--- config.mk ---
export PLATFORM = sky130hd
export DESIGN_NAME = extnet_stream_ctrl
export DESIGN_NICKNAME = d
export VERILOG_FILES = /design/src/rtl/extnet_stream_ctrl_pkg.sv /design/src/rtl/extnet_stream_ctrl_raster_counter.sv /design/src/rtl/extnet_stream_ctrl.sv
export SDC_FILE = /design/constraint.sdc
export NUM_CORES = 1
export LEC_CHECK = 0
export BUFFER_PORTS_ARGS = -buffer_cell sky130_fd_sc_hd__buf_2
export CORE_AREA = 2 2 39 41
export CTS_BUF_LIST = sky130_fd_sc_hd__clkbuf_4 sky130_fd_sc_hd__clkbuf_8 sky130_fd_sc_hd__clkbuf_16
export DETAILED_ROUTE_END_ITERATION = 10
export DIE_AREA = 0 0 41 43
export MAX_ROUTING_LAYER = met4
export SYNTH_ARGS = -nofsm -noshare
export SYNTH_HDL_FRONTEND = slang
export SYNTH_SLANG_ARGS = --single-unit
--- constraint.sdc ---
create_clock -name clock -period 1.35 [get_ports clock]
set_input_delay 0 -clock clock [delete_from_list [all_inputs] [get_ports clock]]
set_output_delay 0 -clock clock [all_outputs]
set_load 0.005 [all_outputs]
--- src/rtl/extnet_stream_ctrl_pkg.sv ---
// ----------------------------------------------------------------------------
// extnet_stream_ctrl_pkg
//   Shared constants, types and helpers for the CNN streaming front end.
//   Contents:
//     state_t      - frame controller state encoding
//     log2()       - ceil(log2(value)), never less than 1 so that derived
//                    counter widths stay legal even for degenerate values
//     RGB_CHANNELS - colour channels packed into one pixel word
// ----------------------------------------------------------------------------
package extnet_stream_ctrl_pkg;

    localparam int RGB_CHANNELS = 3;

    typedef enum logic [1:0] {
        ST_IDLE  = 2'd0,
        ST_ARM   = 2'd1,
        ST_RUN   = 2'd2,
        ST_FLUSH = 2'd3
    } state_t;

    // Smallest r with 2**r >= value, clamped to at least 1 bit.
    function automatic int log2(input int value);
        int r;
        r = 0;
        while (r < 31 && (32'sd1 <<< r) < value) begin
            r = r + 1;
        end
        return (r < 1) ? 1 : r;
    endfunction

endpackage

--- src/rtl/extnet_stream_ctrl_raster_counter.sv ---
// ----------------------------------------------------------------------------
// extnet_stream_ctrl_raster_counter
//   Free-running raster position generator covering the full window
//   (active area plus blanking). Advances every cycle from reset; never stalls.
//   Ports:
//     clock  - rising-edge clock
//     n_rst  - asynchronous active-low reset
//     cnt_v  - current row,    0 .. W_HEIGHT-1
//     cnt_h  - current column, 0 .. W_WIDTH-1
// ----------------------------------------------------------------------------
module extnet_stream_ctrl_raster_counter
    import extnet_stream_ctrl_pkg::*;
#(
    parameter  int W_HEIGHT = -1,
    parameter  int W_WIDTH  = -1,
    localparam int V_BITW   = log2(W_HEIGHT),
    localparam int H_BITW   = log2(W_WIDTH)
) (
    input  logic              clock,
    input  logic              n_rst,
    output logic [V_BITW-1:0] cnt_v,
    output logic [H_BITW-1:0] cnt_h
);

    localparam logic [V_BITW-1:0] V_LAST = V_BITW'(W_HEIGHT - 1);
    localparam logic [H_BITW-1:0] H_LAST = H_BITW'(W_WIDTH - 1);

    // NOTE: clocked state uses <= so every register samples pre-edge values,
    // independent of statement order inside the block.
    always_ff @(posedge clock or negedge n_rst) begin
        if (!n_rst) begin
            cnt_v <= '0;
            cnt_h <= '0;
        end else if (cnt_h == H_LAST) begin
            cnt_h <= '0;
            cnt_v <= (cnt_v == V_LAST) ? '0 : cnt_v + V_BITW'(1);
        end else begin
            cnt_h <= cnt_h + H_BITW'(1);
        end
    end

endmodule

--- src/rtl/extnet_stream_ctrl.sv ---
// ----------------------------------------------------------------------------
// extnet_stream_ctrl
//   Frame controller feeding the extnet CNN. On request it waits for the next
//   raster origin, passes exactly one window of pixels (active area only) to
//   the network with row/column tags, then waits LATENCY cycles for the last
//   result to leave the network pipeline before reporting frame_done.
//   The raster never stalls: a missing pixel is replaced by 0 and flagged.
//   Ports:
//     clock, n_rst  - rising-edge clock, asynchronous active-low reset
//     start         - one-cycle frame request
//     in_valid      - upstream pixel valid
//     in_pixel      - upstream RGB pixel (3 x UINT_BITW)
//     in_ready      - pixel taken this cycle when in_valid && in_ready
//     out_y         - pixel to the network in_y port
//     out_vcnt      - row tag of out_y    (network in_vcnt)
//     out_hcnt      - column tag of out_y (network in_hcnt)
//     busy          - controller not idle
//     frame_done    - one-cycle pulse, last network output of the frame out
//     underflow     - sticky: an active pixel was starved during the frame
// ----------------------------------------------------------------------------
module extnet_stream_ctrl
    import extnet_stream_ctrl_pkg::*;
#(
    parameter  int HEIGHT    = -1,
    parameter  int WIDTH     = -1,
    parameter  int W_HEIGHT  = -1,
    parameter  int W_WIDTH   = -1,
    parameter  int UINT_BITW = -1,
    parameter  int LATENCY   = -1,
    localparam int V_BITW    = log2(W_HEIGHT),
    localparam int H_BITW    = log2(W_WIDTH),
    localparam int PIX_BITW  = (UINT_BITW > 0) ? UINT_BITW * RGB_CHANNELS : RGB_CHANNELS
) (
    input  logic                clock,
    input  logic                n_rst,
    input  logic                start,
    input  logic                in_valid,
    input  logic [PIX_BITW-1:0] in_pixel,
    output logic                in_ready,
    output logic [PIX_BITW-1:0] out_y,
    output logic [V_BITW-1:0]   out_vcnt,
    output logic [H_BITW-1:0]   out_hcnt,
    output logic                busy,
    output logic                frame_done,
    output logic                underflow
);

    localparam int F_BITW = log2(LATENCY);

    localparam logic [V_BITW-1:0] V_LAST   = V_BITW'(W_HEIGHT - 1);
    localparam logic [H_BITW-1:0] H_LAST   = H_BITW'(W_WIDTH - 1);
    localparam logic [V_BITW-1:0] V_ACTIVE = V_BITW'(HEIGHT);
    localparam logic [H_BITW-1:0] H_ACTIVE = H_BITW'(WIDTH);
    // Flush runs LATENCY cycles: the counter counts LATENCY-1 down to 0.
    localparam logic [F_BITW-1:0] F_LOAD   = F_BITW'(LATENCY - 1);

    logic [V_BITW-1:0] cnt_v;
    logic [H_BITW-1:0] cnt_h;

    state_t            state;
    state_t            state_next;
    logic [F_BITW-1:0] flush_cnt;
    logic [F_BITW-1:0] flush_cnt_next;
    logic              pending;
    logic              pending_next;
    logic              frame_done_next;
    logic              clear_underflow;
    logic              raster_last;

    extnet_stream_ctrl_raster_counter #(
        .W_HEIGHT (W_HEIGHT),
        .W_WIDTH  (W_WIDTH)
    ) u_raster (
        .clock (clock),
        .n_rst (n_rst),
        .cnt_v (cnt_v),
        .cnt_h (cnt_h)
    );

    // Last position of the window: the cycle before the raster returns to (0,0).
    assign raster_last = (cnt_v == V_LAST) && (cnt_h == H_LAST);

    assign in_ready = (state == ST_RUN) && (cnt_v < V_ACTIVE) && (cnt_h < H_ACTIVE);
    assign busy     = (state != ST_IDLE);

    // ------------------------------------------------------------------
    // Frame state machine
    // ------------------------------------------------------------------
    always_ff @(posedge clock or negedge n_rst) begin
        if (!n_rst) begin
            state      <= ST_IDLE;
            flush_cnt  <= '0;
            pending    <= 1'b0;
            frame_done <= 1'b0;
        end else begin
            state      <= state_next;
            flush_cnt  <= flush_cnt_next;
            pending    <= pending_next;
            frame_done <= frame_done_next;
        end
    end

    // NOTE: every output of this block is given a default first, so no path
    // leaves a signal unassigned and no latch can be inferred.
    always_comb begin
        state_next      = state;
        flush_cnt_next  = flush_cnt;
        pending_next    = pending;
        frame_done_next = 1'b0;
        clear_underflow = 1'b0;

        case (state)
            ST_IDLE: begin
                if (start) begin
                    state_next      = ST_ARM;
                    clear_underflow = 1'b1;
                end
            end

            // Requests here are dropped: a frame is already on its way.
            ST_ARM: begin
                if (raster_last) begin
                    state_next = ST_RUN;
                end
            end

            ST_RUN: begin
                if (raster_last) begin
                    state_next     = ST_FLUSH;
                    flush_cnt_next = F_LOAD;
                end
            end

            ST_FLUSH: begin
                if (flush_cnt == '0) begin
                    frame_done_next = 1'b1;
                    pending_next    = 1'b0;
                    // A request arriving on the exit cycle itself still counts.
                    if (pending || start) begin
                        state_next      = ST_ARM;
                        clear_underflow = 1'b1;
                    end else begin
                        state_next = ST_IDLE;
                    end
                end else begin
                    flush_cnt_next = flush_cnt - F_BITW'(1);
                    if (start) begin
                        pending_next = 1'b1;
                    end
                end
            end

            default: begin
                state_next = ST_IDLE;
            end
        endcase
    end

    // ------------------------------------------------------------------
    // Pixel datapath: coordinates track the raster one cycle late so they
    // stay aligned with the registered pixel.
    // ------------------------------------------------------------------
    always_ff @(posedge clock or negedge n_rst) begin
        if (!n_rst) begin
            out_y    <= '0;
            out_vcnt <= '0;
            out_hcnt <= '0;
        end else begin
            out_vcnt <= cnt_v;
            out_hcnt <= cnt_h;
            if (in_ready && in_valid) begin
                out_y <= in_pixel;
            end else begin
                out_y <= '0;
            end
        end
    end

    // Set and clear can never coincide: set needs RUN, clear needs IDLE/FLUSH.
    always_ff @(posedge clock or negedge n_rst) begin
        if (!n_rst) begin
            underflow <= 1'b0;
        end else if (clear_underflow) begin
            underflow <= 1'b0;
        end else if (in_ready && !in_valid) begin
            underflow <= 1'b1;
        end
    end

endmodule

==> results by group <==
Outcome
  – Status: completed

Critical path
  – CP required: 1.49 ns
  – Crit path max fanout: 5
  – Critical path endpoint category: flop
  – Data arrival, critical path: 1.43 ns
  – Slowest cell on crit path: dfrtp_1
  – Startpoint types: flop
  – CP cell instances: inv_1, ha_2, o32a_1
  – R2R setup slack: 0.06 ns
  – Crit path kind: flop to flop
  – Peak per-stage delay on the critical path: 0.42 ns

Route
  – M1 WL: 265 um
  – Met3 wire len: 25 um
  – Highest routed layer: met4
  – Routed length per instance: 10.8 um
  – DR iter-0 viols: 4
  – DR vias: 288
  – ANT nets after route: 0
  – DRC violations left: 0
  – Met2 WL: 373 um
  – Routed wire length: 710 um
  – Drt first pass iters: 4
  – Via density: 4.36

Pwr
  – Leak: 0.274 nW
  – Total Power: 1.00 mW
  – P_int: 0.670 mW
  – Flop pwr share: 34.0%
  – Maximum vdd ir drop: 511 uV
  – Logic pwr share: 44.7%
  – Pwr Density: 2040 nW/um^2
  – Net Switching: 0.335 mW
  – Sw Share: 33.3%
  – Clock Power Share: 21.3%

GRT
  – Total gr overflow: 0
  – Total track usage: 10.4%
  – Initial antenna violation count: 0
  – Largest net degree at the start of global routing: 8
  – Vias in the first global route: 282
  – First-pass GRT wire length: 1.09 mm

Timing
  – Hold_ws: 0.00664 ns
  – Tcrit/Tclk final: 95.5%
  – Clock Skew: 0.00693 ns
  – RSZ-0062 raised after global routing: false
  – Max Freq: 775 MHz
  – Pins over their slew limit: 0
  – Hold Fails Final Rpt: 0
  – Final min period: 1.29 ns
  – Setup TNS: 0 ns
  – Endpoints failing setup: 0

Finish
  – Area growth syn-to-layout: 37.9%
  – Non-filler instance count after layout: 66
  – Antenna diodes: 0
  – Share of post-route cells with drive strength above 1: 42.0%
  – # nets final: 62

Placed design
  – Final HPWL DP: 512 um
  – Port Buffers: 13
  – Final GP Congestion: 0.675
  – Placed Cells: 59

Synth
  – Yosys cell types: 16
  – Main combinational cell family by area after synthesis: simple AND/OR/NAND/NOR gates
  – XOR/XNOR Fraction of Synth Area: 0%
  – Cell area after synthesis: 357 um^2
  – Post-Synthesis Cells: 31
  – Synth warn: 0
  – Adder-cell share of the synthesized area: 14.0%
  – Complex-gate fraction of the synthesized area: 2.81%
  – Average cell area after synthesis: 11.5 um^2
  – Seq cells post-synth: 7
  – Post-synthesis mux area share: 4.21%
  – Sequential area share after synthesis: 49.1%
  – Synth Area in Simple Gates: 20.4%

CTS
  – # clock sinks: 7
  – CTS root buf: clkbuf_4
  – Clock latency on the worst-skew pair: 0.25 ns
  – CTS Buffer Depth: 2
  – H-tree Lvls: 1
  – Worst-path clk slew: 0.06 ns
  – Num CTS Buffers: 3
  – TritonCTS clock tree: done

Die
  – Chip height: 43 um
  – Core Area: 1380 um^2
  – Row cnt: 14
  – Die area: 1760 um^2
  – Die width: 41 um
  – Starting Density: 25.8%
  – I/O Pins: 16

Hold path
  – Hold Crit Class: input pin to flop

Job
  – Max-cap violations: 0
through the flow:
| step | area [um^2] | utilization, % | setup WS [ns] |
|---|---|---|---|
| 2_1_floorplan | 360 | - | 0.147 |
| 5_1_grt | 492 | 35.5 | 0.00767 |
| 4_1_cts | 480 | 34.7 | 0.0434 |
| 3_5_place_dp | 430 | 31.1 | 0.0481 |
| 6_report | 492 | 35.5 | 0.0601 |
| 3_3_place_gp | 430 | 31.1 | 0.0590 |
synthesized netlist by cell type:
cell type  instances  area share [%]
conb_1             1             1.1
mux2_4             1             4.2
nor2_1             1             1.1
buf_4              2             4.2
and3_1             3             5.3
nor3_1             1             1.4
nor4_1             1             1.8
nor3b_1            1             2.1
ha_1               4              14
inv_1              4             4.2
nor4b_1            1             2.5
nor4bb_1           1             2.8
nand2b_1           1             1.8
dfrtp_1            7              49
o32a_1             1             2.8
nor2b_1            1             1.8
state kept, by name, summed over array words and instances (netlist names):
| signal | flops |
|---|---|
| underflow | 1 |
| state | 2 |
| out_y | 3 |
| frame_done | 1 |
worst max-delay path, delay by kind of cell, from the launching register on:
family,cells,cell delay (ns)
buffers and inverters,1,0.13
AOI/OAI and AO/OA,1,0.33
DFF,1,0.42
adders and majority gates,1,0.29
area by class of cell:
cell class	instances	area (um^2)
multi-input combinational	19	158
sequential	7	176
fill	150	892
tap	16	20.0
inverter	4	15.0
timing repair buffer	16	92.6
clock buffer	4	30.0
what timing repair did:
action / 4_1_cts / 5_1_grt
hold buffers: 2 / 0
hold endpoints to repair: 8 / 0
resized for setup: 0 / 2
setup endpoints to repair: 0 / 3
setup buffers: 0 / 1
metal layers:
metal,vias to the layer above,track usage (%)
met1,138,9.68
li1,137,-
met2,9,14.7
met3,4,0
met5,-,-
met4,0,16.0
kinds of logic (layout without fill, tap and decap cells):
family | Yosys count | after routing
and+or+nand+nor | 11 | 11
DFF | 7 | 7
buffers and inverters | 6 | 24
adders and majority gates | 4 | 4
other | 1 | 2
AOI/OAI and AO/OA | 1 | 1
muxes | 1 | 1
power by group through the flow:
stage	registers (mW)	clock network [mW]	logic, mW
2_1_floorplan	0.339	0	0.278
3_3_place_gp	0.341	0	0.398
3_5_place_dp	0.345	0	0.402
4_1_cts	0.341	0.223	0.413
5_1_grt	0.355	0.235	0.511
6_report	0.341	0.214	0.449
layout by cell type (no fill, tap or decap), drive strengths merged:
cell type and instances:
o32a 1, mux2 1, nand2b 1, dfrtp 7, nor4 1, nor2 1
nor4bb 1, conb 2, nor4b 1, clkbuf 4, and3 3, nor3 1
dlygate4sd3 2, nor3b 1, inv 4, buf 14, nor2b 1, ha 4
path summary, 6_finish.rpt:
kind                       cells past startpoint          to         from
max in group asynchronous                      2    state[1]        n_rst
min                                            2    out_y[0]  in_pixel[0]
max                                            3   underflow     state[0]
min in group asynchronous                      2  frame_done        n_rst
max reg2reg                                    3   underflow     state[0]
min reg2reg                                    1   underflow    underflow
(Power assumes the default switching activity.)
